## src/rtl/mpu_host_memory.sv

```systemverilog
// MPU host-memory read responder: one 64-bit load as two
// Wishbone classic 32-bit read beats, low word first.
module mpu_host_memory #(
  parameter int TIMEOUT = 256
) (
  input  logic        sys_clk,
  input  logic        sys_rst_n,
  input  logic        hm_start,
  input  logic [63:0] hm_addr,
  output logic [63:0] hm_data,
  output logic        hm_end,
  output logic        hm_error,
  output logic        hm_busy,
  output logic [31:0] wb_adr_o,
  input  logic [31:0] wb_dat_i,
  output logic [3:0]  wb_sel_o,
  output logic        wb_cyc_o,
  output logic        wb_stb_o,
  output logic        wb_we_o,
  input  logic        wb_ack_i,
  input  logic        wb_err_i
);

  localparam int TW = $clog2(TIMEOUT) + 1;
  localparam logic [TW-1:0] TMAX = TW'(TIMEOUT - 1);

  typedef enum logic [1:0] {
    IDLE,
    LO,
    HI,
    END
  } state_t;

  state_t        state_q, state_d;
  logic [31:0]   base_q, base_d;
  logic [63:0]   data_q, data_d;
  logic          err_q, err_d;
  logic [TW-1:0] tmo_q, tmo_d;
  logic          active;
  logic          unused_addr;

  // quad-word aligned: the byte offset bits never reach the bus
  assign unused_addr = ^hm_addr[2:0];

  always_ff @(posedge sys_clk or negedge sys_rst_n) begin
    if (!sys_rst_n) begin
      state_q <= IDLE;
      base_q  <= '0;
      data_q  <= '0;
      err_q   <= 1'b0;
      tmo_q   <= '0;
    end else begin
      state_q <= state_d;
      base_q  <= base_d;
      data_q  <= data_d;
      err_q   <= err_d;
      tmo_q   <= tmo_d;
    end
  end

  always_comb begin
    state_d = state_q;
    base_d  = base_q;
    data_d  = data_q;
    err_d   = err_q;
    tmo_d   = tmo_q;
    unique case (state_q)
      IDLE: begin
        if (hm_start) begin
          err_d = 1'b0;
          if (hm_addr[63:32] == 32'd0) begin
            base_d  = {hm_addr[31:3], 3'b000};
            tmo_d   = '0;
            state_d = LO;
          end else begin
            err_d   = 1'b1;
            data_d  = '0;
            state_d = END;
          end
        end
      end
      LO, HI: begin
        // err wins over a simultaneous ack
        if (wb_err_i || (!wb_ack_i && tmo_q == TMAX)) begin
          err_d   = 1'b1;
          data_d  = '0;
          state_d = END;
        end else if (wb_ack_i) begin
          tmo_d = '0;
          if (state_q == LO) begin
            data_d[31:0] = wb_dat_i;
            state_d      = HI;
          end else begin
            data_d[63:32] = wb_dat_i;
            state_d       = END;
          end
        end else begin
          tmo_d = tmo_q + 1'b1;
        end
      end
      END: state_d = IDLE;
      default: state_d = IDLE;
    endcase
  end

  assign active   = (state_q == LO) || (state_q == HI);
  assign wb_cyc_o = active;
  assign wb_stb_o = active;
  assign wb_we_o  = 1'b0;
  assign wb_sel_o = active ? 4'hF : 4'h0;
  assign wb_adr_o = (state_q == HI) ? base_q + 32'd4 :
                    (state_q == LO) ? base_q : 32'd0;
  assign hm_data  = data_q;
  assign hm_error = err_q;
  assign hm_end   = (state_q == END);
  assign hm_busy  = (state_q != IDLE);

endmodule
```

## config.mk

```make
export PLATFORM = sky130hd
export DESIGN_NAME = mpu_host_memory
export DESIGN_NICKNAME = d
export VERILOG_FILES = /design/src/rtl/mpu_host_memory.sv
export SDC_FILE = /design/constraint.sdc
export NUM_CORES = 1
export LEC_CHECK = 0
export CAP_MARGIN = 25
export CORE_MARGIN = 8
export CORE_UTILIZATION = 46
export DETAILED_ROUTE_END_ITERATION = 7
export GPL_ROUTABILITY_DRIVEN = 1
export PLACE_DENSITY = 0.86
export SYNTH_ARGS = -nofsm -noshare
export SYNTH_HDL_FRONTEND = slang
export SYNTH_SLANG_ARGS = --single-unit
export TNS_END_PERCENT = 20
```

## constraint.sdc

```tcl
create_clock -name sys_clk -period 6.3 [get_ports sys_clk]
set_input_delay 0.63 -clock sys_clk [delete_from_list [all_inputs] [get_ports sys_clk]]
set_output_delay 0.63 -clock sys_clk [all_outputs]
set_load 0.02 [all_outputs]
```

=== After elaboration in Yosys (flattened, before gate mapping) ===
Cells that the tools add are included.
Widths: inputs -> output; s select.

* $add $sub $neg: 2
* Multipliers: 0
* Divide/modulo/power cells: 0
* $lt $le $gt $ge: 0
* Equal/unequal tests: 12
* Shift-type cells: 0
* Muxes and demuxes: 25
* Bitwise operators: 0
* Reductions and logical operators: 15

{| class="wikitable"
|+ Operators with widths
! kind !! number
|-
| $mux 64 || 4
|-
| $mux 32 || 4
|-
| $pmux 64 s2 || 1
|-
| $mux 9 || 4
|-
| $add 32x3->32 const B || 1
|-
| $logic_not 32->1 || 1
|-
| $pmux 9 s2 || 1
|-
| $ne 2x2->1 const B || 5
|-
| $reduce_and 5->1 || 2
|-
| $add 9x1->9 const B || 1
|-
| $eq 9x8->1 const B || 1
|-
| $ne 3x3->1 const B || 3
|-
| $mux 2 || 4
|-
| $pmux 2 s3 || 1
|-
| $reduce_and 3->1 || 2
|-
| $eq 2x2->1 const B || 2
|-
| $mux 1 || 4
|-
| $mux 4 || 1
|-
| $reduce_and 4->1 || 1
|-
| $reduce_bool 2->1 || 2
|-
| $eq 2x1->1 const B || 1
|-
| $logic_not 2->1 || 1
|-
| $logic_or 1x1->1 || 2
|-
| $pmux 1 s2 || 1
|-
| 4 further kinds || 4
|}

* Flip-flop bits (word level): 105
* Latch bits: 0
* Bits in writable memories: 0
* Memory bits (read-only): 0
* Bits of input ports: 101
* Logic and storage cells: 60
* Memories kept: 0

=== Logic depth before layout (Yosys ltp) ===
Gate-level depths: netlist (run 1).

* Depth after elaboration: 5
* Depth in mapped cells: 11
* Mapped depth without buffers: 10

=== Worst setup path before layout (run 1) ===
Ideal clock, no wire load.

* Kind: flip-flop to flip-flop
* Start point: register tmo_q[0]
* End point: register data_q[2], in the netlist hm_data[2]
* Setup time: 0.125 ns
* Arrival: 2.379 ns
* Data required time: 6.175 ns
* Setup slack: 3.796 ns
* Stages on the path, launching flop included: 12
* Path buffers: 2
* Cells stage by stage: dfrtp_1 > ha_1 > and3_1 > nand3_1 > nor2_1 > ha_1 > nor2b_1 > nor3_1 > buf_2 > a221oi_4 > buf_4 > mux2_2

* Cells in the longest elaborated chain, start to end: 5
* Elaborated cells on any way between the ends: 8
* Those cells by class: eq/ne: 3; mux: 2; reduce/logical: 3

{| class="wikitable"
|+ Ends and longest elaborated chain
! item !! RTL line !! RTL
|-
| start, declared || 38 || <nowiki>logic [TW-1:0] tmo_q, tmo_d;</nowiki>
|-
| start signal, assigned || 57 || <nowiki>tmo_q <= tmo_d;</nowiki>
|-
| $eq 9x8->1 (*) || 84 || <nowiki>if (wb_err_i || (!wb_ack_i && tmo_q == TMAX)) begin</nowiki>
|-
| $logic_and 1x1->1 (*) || 84 ||
|-
| $logic_or 1x1->1 (*) || 84 ||
|-
| $ne 3x3->1 (no source line) / $mux 64 (equally long branches) || - ||
|-
| $reduce_and 5->1 (no source line) / $pmux 64 s2 (equally long branches) || - ||
|-
| end signal, assigned || 55 || <nowiki>data_q <= data_d;</nowiki>
|-
| end, declared || 36 || <nowiki>logic [63:0] data_q, data_d;</nowiki>
|}

Mark *: on every way between the ends. The rest lies on a longest branch, timed or not.
A chain may end at the register's enable or synchronous reset.

=== Worst setup path after layout (run 1) ===
* Start point: register state_q[1]
* End point: output port wb_adr_o[9]

* Cells in the longest elaborated chain, start to end: 3
* Elaborated cells on any way between the ends: 4
* Those cells by class: eq/ne: 2; mux: 2

{| class="wikitable"
|+ Ends and longest elaborated chain
! item !! RTL line !! RTL
|-
| start, declared || 34 || <nowiki>state_t state_q, state_d;</nowiki>
|-
| start signal, assigned || 53 || <nowiki>state_q <= state_d;</nowiki>
|-
| $eq 2x1->1 || 112 || <nowiki>(state_q == LO) ? base_q : 32'd0;</nowiki>
|-
| $mux 32 || 112 ||
|-
| $mux 32 (*) || 111 || <nowiki>assign wb_adr_o = (state_q == HI) ? base_q + 32'd4 :</nowiki>
|-
| end, declared || 14 || <nowiki>output logic [31:0] wb_adr_o,</nowiki>
|}

Marks and branches as above.

==> out/results.tsv, run 1 <==
stage	metric	value	unit
power	P_sw	1.07	mW
clock_network	CTS tree	done	
setup_path	WP data arrival	2.50	ns
routing	antenna-violating nets left	0	
setup_path	Critical Path End	wb_adr_o[9]	
clock_network	clk_lat worst skew	0.36	ns
timing	Max Freq	320	MHz
routing	Routed wire per std cell	18.7	um
cells_and_area	layout cells sized above 1	20.3	%
clock_network	CTS sink cnt	105	
timing	Final Hold Vio Count	0	
setup_path	CP Launch Point	state_q[1]	
floorplan	die width	118	um
routing	post-DR vias/cell	5.11	
timing	relative slew slack	46.5	%
power	Power Dens Cells	385	nW/um^2
timing	RSZ-0062 raised after global routing	false	
timing	Finish-stage setup viols	0	
power	design internal power	1.66	mW
power	combinational share of power	54.2	%
synthesis	Synth Instances	378	
global_routing	first-pass GRT wire length	22000	um
setup_path	Reg2Reg Depth	11	
floorplan	I/O pin total	207	
setup_path	worst-path fanout max	16	
hold_path	Worst Hold Class	primary input to asynchronous set/reset pin	
synthesis	post-synthesis cell type count	33	
global_routing	initial antenna violation count	0	
clock_network	CTS buffer count	9	
run	Max Cap Violations	0	
timing	period utilisation layout	49.7	%
setup_path	WS Path Type	flip-flop to primary output	
global_routing	largest net degree at the start of global routing	67	
clock_network	Post-CTS Setup Bufs	0	
synthesis	Ys Warns	0	
floorplan	number of core rows	37	
placement	Port Buf Inserts	200	
floorplan	Initial Util	47.0	%
routing	Remaining DRCs	0	
synthesis	sequential fraction of the synthesis area	54.6	%
timing	Final TNS setup	0	ns
run_status	status	complete, no violations	
clock_network	cts hold-fix bufs	0	
synthesis	Yosys top cell area share	54.6	%
routing	routed vias	3642	
setup_path	Critical R2R Capture	hm_data[33]	
global_routing	number of global-route vias before repair	4103	
power	Sw Ratio	39.2	%
timing	Max Slew Vio Count	0	
power	Worst VDD drop	0.000273	V
setup_path	r2r startpoint	tmo_q[0]	
routing	DRT Wirelength	13400	um
synthesis	Synth area leaders	dfrtp_1, mux2_2, and2_1	
setup_path	WP data required	5.67	ns
clock_network	Max H-tree Level	3	
synthesis	Cell Area, Synth	4810	um^2
power	leakage power	3.17	nW
global_routing	grt total ovfl	0	
placement	GPL Wtd Cong	0.838	
synthesis	Yosys reg bits	105	
power	Reg power frac	31.1	%
global_routing	All-Layer GR Usage	19.5	%
cells_and_area	diode count	0	
floorplan	die area	14000	um^2
synthesis	area leader, netlist	dfrtp_1	
clock_network	clock slew at reported path FFs	0.11	ns
placement	DPL Wire Length	10400	um
timing	fin crit period	3.13	ns
setup_path	Worst Setup Start Kind	flip-flop	
timing	Worst-Margin Slew	0.803	ns
power	clock network power share	14.7	%
routing	drt pass-1 iters	4	
setup_path	r2r setup slk	3.29	ns
floorplan	die height	118	um
routing	drt initial violations	210	
clock_network	clk buf depth	2	
timing	final hold slack	0.217	ns
clock_network	Root Driver	clkbuf_8	
setup_path	crit end category	primary output	
cells_and_area	Final nets	680	
timing	Clock Skews	0.0179	ns
clock_network	CTS resizes	0	
synthesis	syn avg cell area	12.7	um^2
cells_and_area	area delta synth->final	47.5	%
floorplan	area of the core	10200	um^2
[worst max-delay path, cell delays in order, from the launching register on]
cell             delay, ns
dfrtp_1               0.40
inv_1                 0.09
ha_1                  0.27
nor2_2                0.52
buf_8                 0.24
nor2b_1               0.08
clkdlybuf4s50_1       0.55
[routing by layer]
metal	vias up	global-route usage, %	routed length [um]
li1	1692	-	-
met1	1760	20.6	5010
met2	173	33.1	6540
met3	17	9.76	1590
met4	0	6.65	219
met5	-	0	0
[through the flow]
step | power [mW] | util [%] | instances | cell area (um^2) | setup slack, ns
6_report | 2.74 | 69.4 | 713 | 7100 | 3.17
3_5_place_dp | 2.38 | 67.6 | 697 | 6910 | 3.30
2_1_floorplan | 1.87 | - | 380 | 4820 | 3.80
4_1_cts | 2.79 | 69.4 | 713 | 7100 | 3.12
5_1_grt | 2.90 | 69.4 | 713 | 7100 | 2.96
3_3_place_gp | 2.31 | 67.3 | 695 | 6890 | 2.79
[power by group through the flow]
stage | clock (mW) | combinational (mW) | sequential [mW]
after floorplan | 0 | 0.897 | 0.972
after global placement | 0 | 1.45 | 0.856
after detailed placement | 0 | 1.51 | 0.866
after CTS | 0.418 | 1.52 | 0.852
after global routing | 0.437 | 1.60 | 0.867
final | 0.401 | 1.48 | 0.850
[cell type report]
class | instances | area [um^2]
repair buffers | 207 | 2060
fillers | 754 | 3130
flip-flops and latches | 105 | 2630
multi-input cells | 239 | 2010
clock buffers | 11 | 141
well taps | 136 | 170
inverters | 10 | 37.5
clock inverters | 5 | 46.3
[sequential cells by signal (all words and copies together), names as in the netlist]
name	flops
hm_error	1
state_q	2
hm_data	64
base_q	29
tmo_q	9
[cell families after synthesis]
family | share of synthesized area, %
adders and majority gates | 1.82
muxes | 22.0
AOI/OAI and AO/OA | 4.97
and+or+nand+nor | 12.6
DFF | 54.6
buffers and inverters | 4.00
other | 0.0779
[synth_stat cells]
cell type and number:
inv_1 10, nand2b_1 2, clkbuf_1 8, conb_1 1, and2_1 32, or3_1 1, o41ai_1 2, ha_1 7
dfrtp_1 105, nand2_1 6, nor2_2 1, buf_2 4, a21o_1 1, nor3_1 1, mux2i_1 1, nor2b_1 30
or2_0 1, and3_1 2, a221oi_4 2, nor4_1 9, mux2_2 87, nor2_1 11, buf_4 14, nand3_2 1
a211oi_1 1, o21ai_0 9, nand4_1 2, a21oi_1 4, o31ai_1 9, nand3_1 5, a31oi_1 2, o31a_1 1
mux2_1 6
[cell usage in the layout (no fill, tap or decap), types with 2 or more instances in the layout]
cell,count
a31oi_1,2
nor4_1,8
a21oi_1,4
nand3_1,5
clkbuf_8,10
nand2b_1,2
nor2b_1,30
and2_1,32
ha_1,7
o21ai_0,9
nor2_2,2
dfrtp_1,105
nand2_1,6
nand4_1,2
buf_4,6
clkinv_4,2
nor2_1,10
mux2_1,6
o41ai_1,2
mux2_2,87
and3_1,2
inv_1,10
inv_6,2
clkdlybuf4s50_1,199
conb_1,3
a221oi_4,2
o31ai_1,9
[worst min-delay path by stage]
stage | from | end | slack, ns | cells past startpoint
6_report | sys_rst_n | base_q[16] | 0.22 | 1
5_1_grt | sys_rst_n | base_q[16] | 0.25 | 1
4_1_cts | sys_rst_n | base_q[16] | 0.22 | 1
3_5_place_dp | base_q[6] | base_q[6] | 0.47 | 1
3_3_place_gp | base_q[6] | base_q[6] | 0.46 | 1
2_1_floorplan | sys_rst_n | base_q[10] | 0.33 | 0
Note: power is estimated with default switching activity, not from simulation.
==> run 2, diff against run 1 <==
CORE_UTILIZATION = 39   (was 46)
PLACE_DENSITY = 0.78   (was 0.86)
clock period = 2.6 ns   (was 6.3 ns; I/O delays follow)
==> run 2 against run 1 <==
- clock power grew to 3.2 times the previous value
- design area is 6.2% higher
- sequential power is 140% higher
- register-to-register slack worse by 3.2 ns
- die area is 15% higher
- via count is 2.1% higher
- count of clock-buffer cells in the layout is 1 lower
- global-route usage is 2.1 points lower
- clock skew is 0.012 ns lower
- final cell count is 4.5% higher
- sequential share of layout area is 2.2 points lower
- wire length is 7.5% higher
- critical path type is now flip-flop to flip-flop
==> out/results.tsv, run 2 (synthesis results as in run 1) <==
stage	metric	value	unit	change
routing	routed wl met3	1740	um	+9.1%
placement	Port Buf Inserts	200		unchanged
cells_and_area	final core utilization	62.8	%	-6.6 points
cells_and_area	diode count	0		unchanged
routing	drt initial violations	209		-0.48%
clock_network	clk buf depth	2		unchanged
global_routing	largest net degree at the start of global routing	60		-10%
floorplan	number of core rows	40		+8.1%
placement	GPL Wtd Cong	0.811		-3.3%
clock_network	CTS sink cnt	105		unchanged
clock_network	Root Driver	clkbuf_16		
power	Worst VDD drop	0.000675	V	+150%
cells_and_area	most common cell after layout, fill and taps aside	clkdlybuf4s50_1		
timing	RSZ-0062 raised after global routing	true		
floorplan	I/O pin total	207		unchanged
routing	post-DR vias/cell	4.99		-2.3%
cells_and_area	area delta synth->final	56.7	%	
global_routing	first-pass GRT wire length	22000	um	-0.15%
global_routing	initial antenna violation count	0		unchanged
clock_network	Max H-tree Level	3		unchanged
routing	routed vias	3718		+2.1%
setup_path	Critical R2R Capture	hm_data[52]		
cells_and_area	Fillers	932		+24%
setup_path	worst-path fanout max	8		-8
setup_path	r2r setup slk	0.05	ns	-3.24 ns
clock_network	CTS tree	done		
timing	Clock Skews	0.00556	ns	-0.0124 ns
cells_and_area	most frequent cells in the layout	clkdlybuf4s50_1, dfrtp_1, mux2_2		
timing	Max Freq	391	MHz	
timing	relative slew slack	57.4	%	+11 points
cells_and_area	Final nets	701		+3.1%
routing	M1 WL	5540	um	+11%
setup_path	Worst Setup Start Kind	flip-flop		
floorplan	Initial Util	40.1	%	-7.0 points
routing	antenna-violating nets left	0		unchanged
timing	Worst-Margin Slew	0.639	ns	-0.164 ns
routing	DR top layer	met4		
run_status	status	complete, no violations		
placement	DPL Wire Length	10500	um	+1.6%
floorplan	die height	127	um	+7.4%
hold_path	Worst Hold Class	primary input to asynchronous set/reset pin		
clock_network	clk_lat worst skew	0.35	ns	about the same
cells_and_area	final std cells w/o fill	745		+4.5%
routing	Routed wire per std cell	19.3	um	+2.9%
power	leakage power	3.70	nW	+17%
setup_path	WS Path Type	flip-flop to flip-flop		
setup_path	WP data required	2.82	ns	-2.85 ns
run	Max Cap Violations	0		unchanged
timing	Final Hold Vio Count	0		unchanged
timing	Max Slew Vio Count	0		unchanged
setup_path	r2r startpoint	tmo_q[0]		
power	Power Dens Cells	1010	nW/um^2	+160%
cells_and_area	number of flip-flops in the largest register	64		unchanged
routing	drt pass-1 iters	6		+2
floorplan	die width	127	um	+7.4%
clock_network	clock slew at reported path FFs	0.07	ns	-0.04 ns
routing	DRT Wirelength	14400	um	+7.5%
setup_path	crit end category	flip-flop		
placement	placed cells	720		+3.3%
floorplan	area of the core	12000	um^2	+17%
routing	met2 routed WL	6880	um	+5.2%
setup_path	WP data arrival	2.78	ns	+0.28 ns
global_routing	grt total ovfl	0		unchanged
clock_network	CTS buffer count	9		unchanged
global_routing	All-Layer GR Usage	17.4	%	-2.1 points
global_routing	number of global-route vias before repair	4164		+1.5%
timing	Finish-stage setup viols	0		unchanged
timing	fin crit period	2.55	ns	
floorplan	die area	16100	um^2	+15%
routing	Remaining DRCs	0		unchanged
cells_and_area	multi-input logic area	2050	um^2	+2.0%
setup_path	Reg2Reg Depth	12		+1
cells_and_area	layout cells sized above 1	24.1	%	+3.8 points
timing	period utilisation layout	98.2	%	
cells_and_area	Reg area	2630	um^2	unchanged
run 2: worst max-delay path by stage:
stage | start | end | cells after the start | slack, ns
global route | tmo_q[0] | hm_data[52] | 12 | -0.04
detailed placement | tmo_q[0] | tmo_q[3] | 12 | -0.18
finish | tmo_q[0] | hm_data[52] | 12 | 0.05
floorplan | tmo_q[0] | hm_data[2] | 11 | 0.1
global placement | tmo_q[0] | tmo_q[2] | 12 | -0.04
CTS | tmo_q[0] | tmo_q[1] | 11 | 0.002
run 2: worst max-delay path, cell delays in order (launching register included):
cell,delay (ns)
dfrtp_1,0.39
ha_2,0.20
and3_4,0.18
nand3_2,0.08
nor2_2,0.04
ha_1,0.16
nor2b_2,0.15
buf_4,0.14
nor3_4,0.32
a221oi_4,0.13
buf_12,0.16
buf_6,0.14
mux2_1,0.32
run 2: metrics by stage:
stage	setup slack (ns)	instance area (um^2)	hold WS, ns	TNS, ns	power (mW)
after floorplan	0.0963	4820	-0.0356	0	4.53
after global placement	-0.0418	7050	0.311	-0.154	5.84
after detailed placement	-0.181	7050	0.317	-0.908	5.96
after CTS	0.00154	7350	0.475	0	7.27
after global routing	-0.0409	7540	0.507	-0.874	8.04
final	0.0456	7540	0.467	0	7.62
run 2: where the power goes:
| part | leakage [nW] | internal, mW | switching, mW |
|---|---|---|---|
| Sequential | 1.42 | 1.92 | 0.142 |
| Combinational | 2.15 | 2.18 | 2.11 |
| Clock | 0.129 | 0.654 | 0.614 |
run 2: per-layer routing:
layer,vias up,global-route usage (%)
met1,1792,18.7
met5,-,0
li1,1738,-
met3,11,8.90
met2,177,28.7
met4,0,6.51
run 2: final cells by class:
type | instances | area share, %
multi-input combinational | 239 | 27.2
clock buffer | 10 | 3.04
sequential | 105 | 34.9
clock inverter | 6 | 0.564
timing repair buffer | 228 | 31.4
tap | 147 | 2.44
inverter | 10 | 0.498
run 2: timing repair:
action,4_1_cts,5_1_grt
endpoints found under the hold margin,46,0
setup endpoints to repair,7,91
gates resized for setup,2,27
pin swaps,0,4
hold buffers,1,0
setup buffers,0,5
cloned,0,3
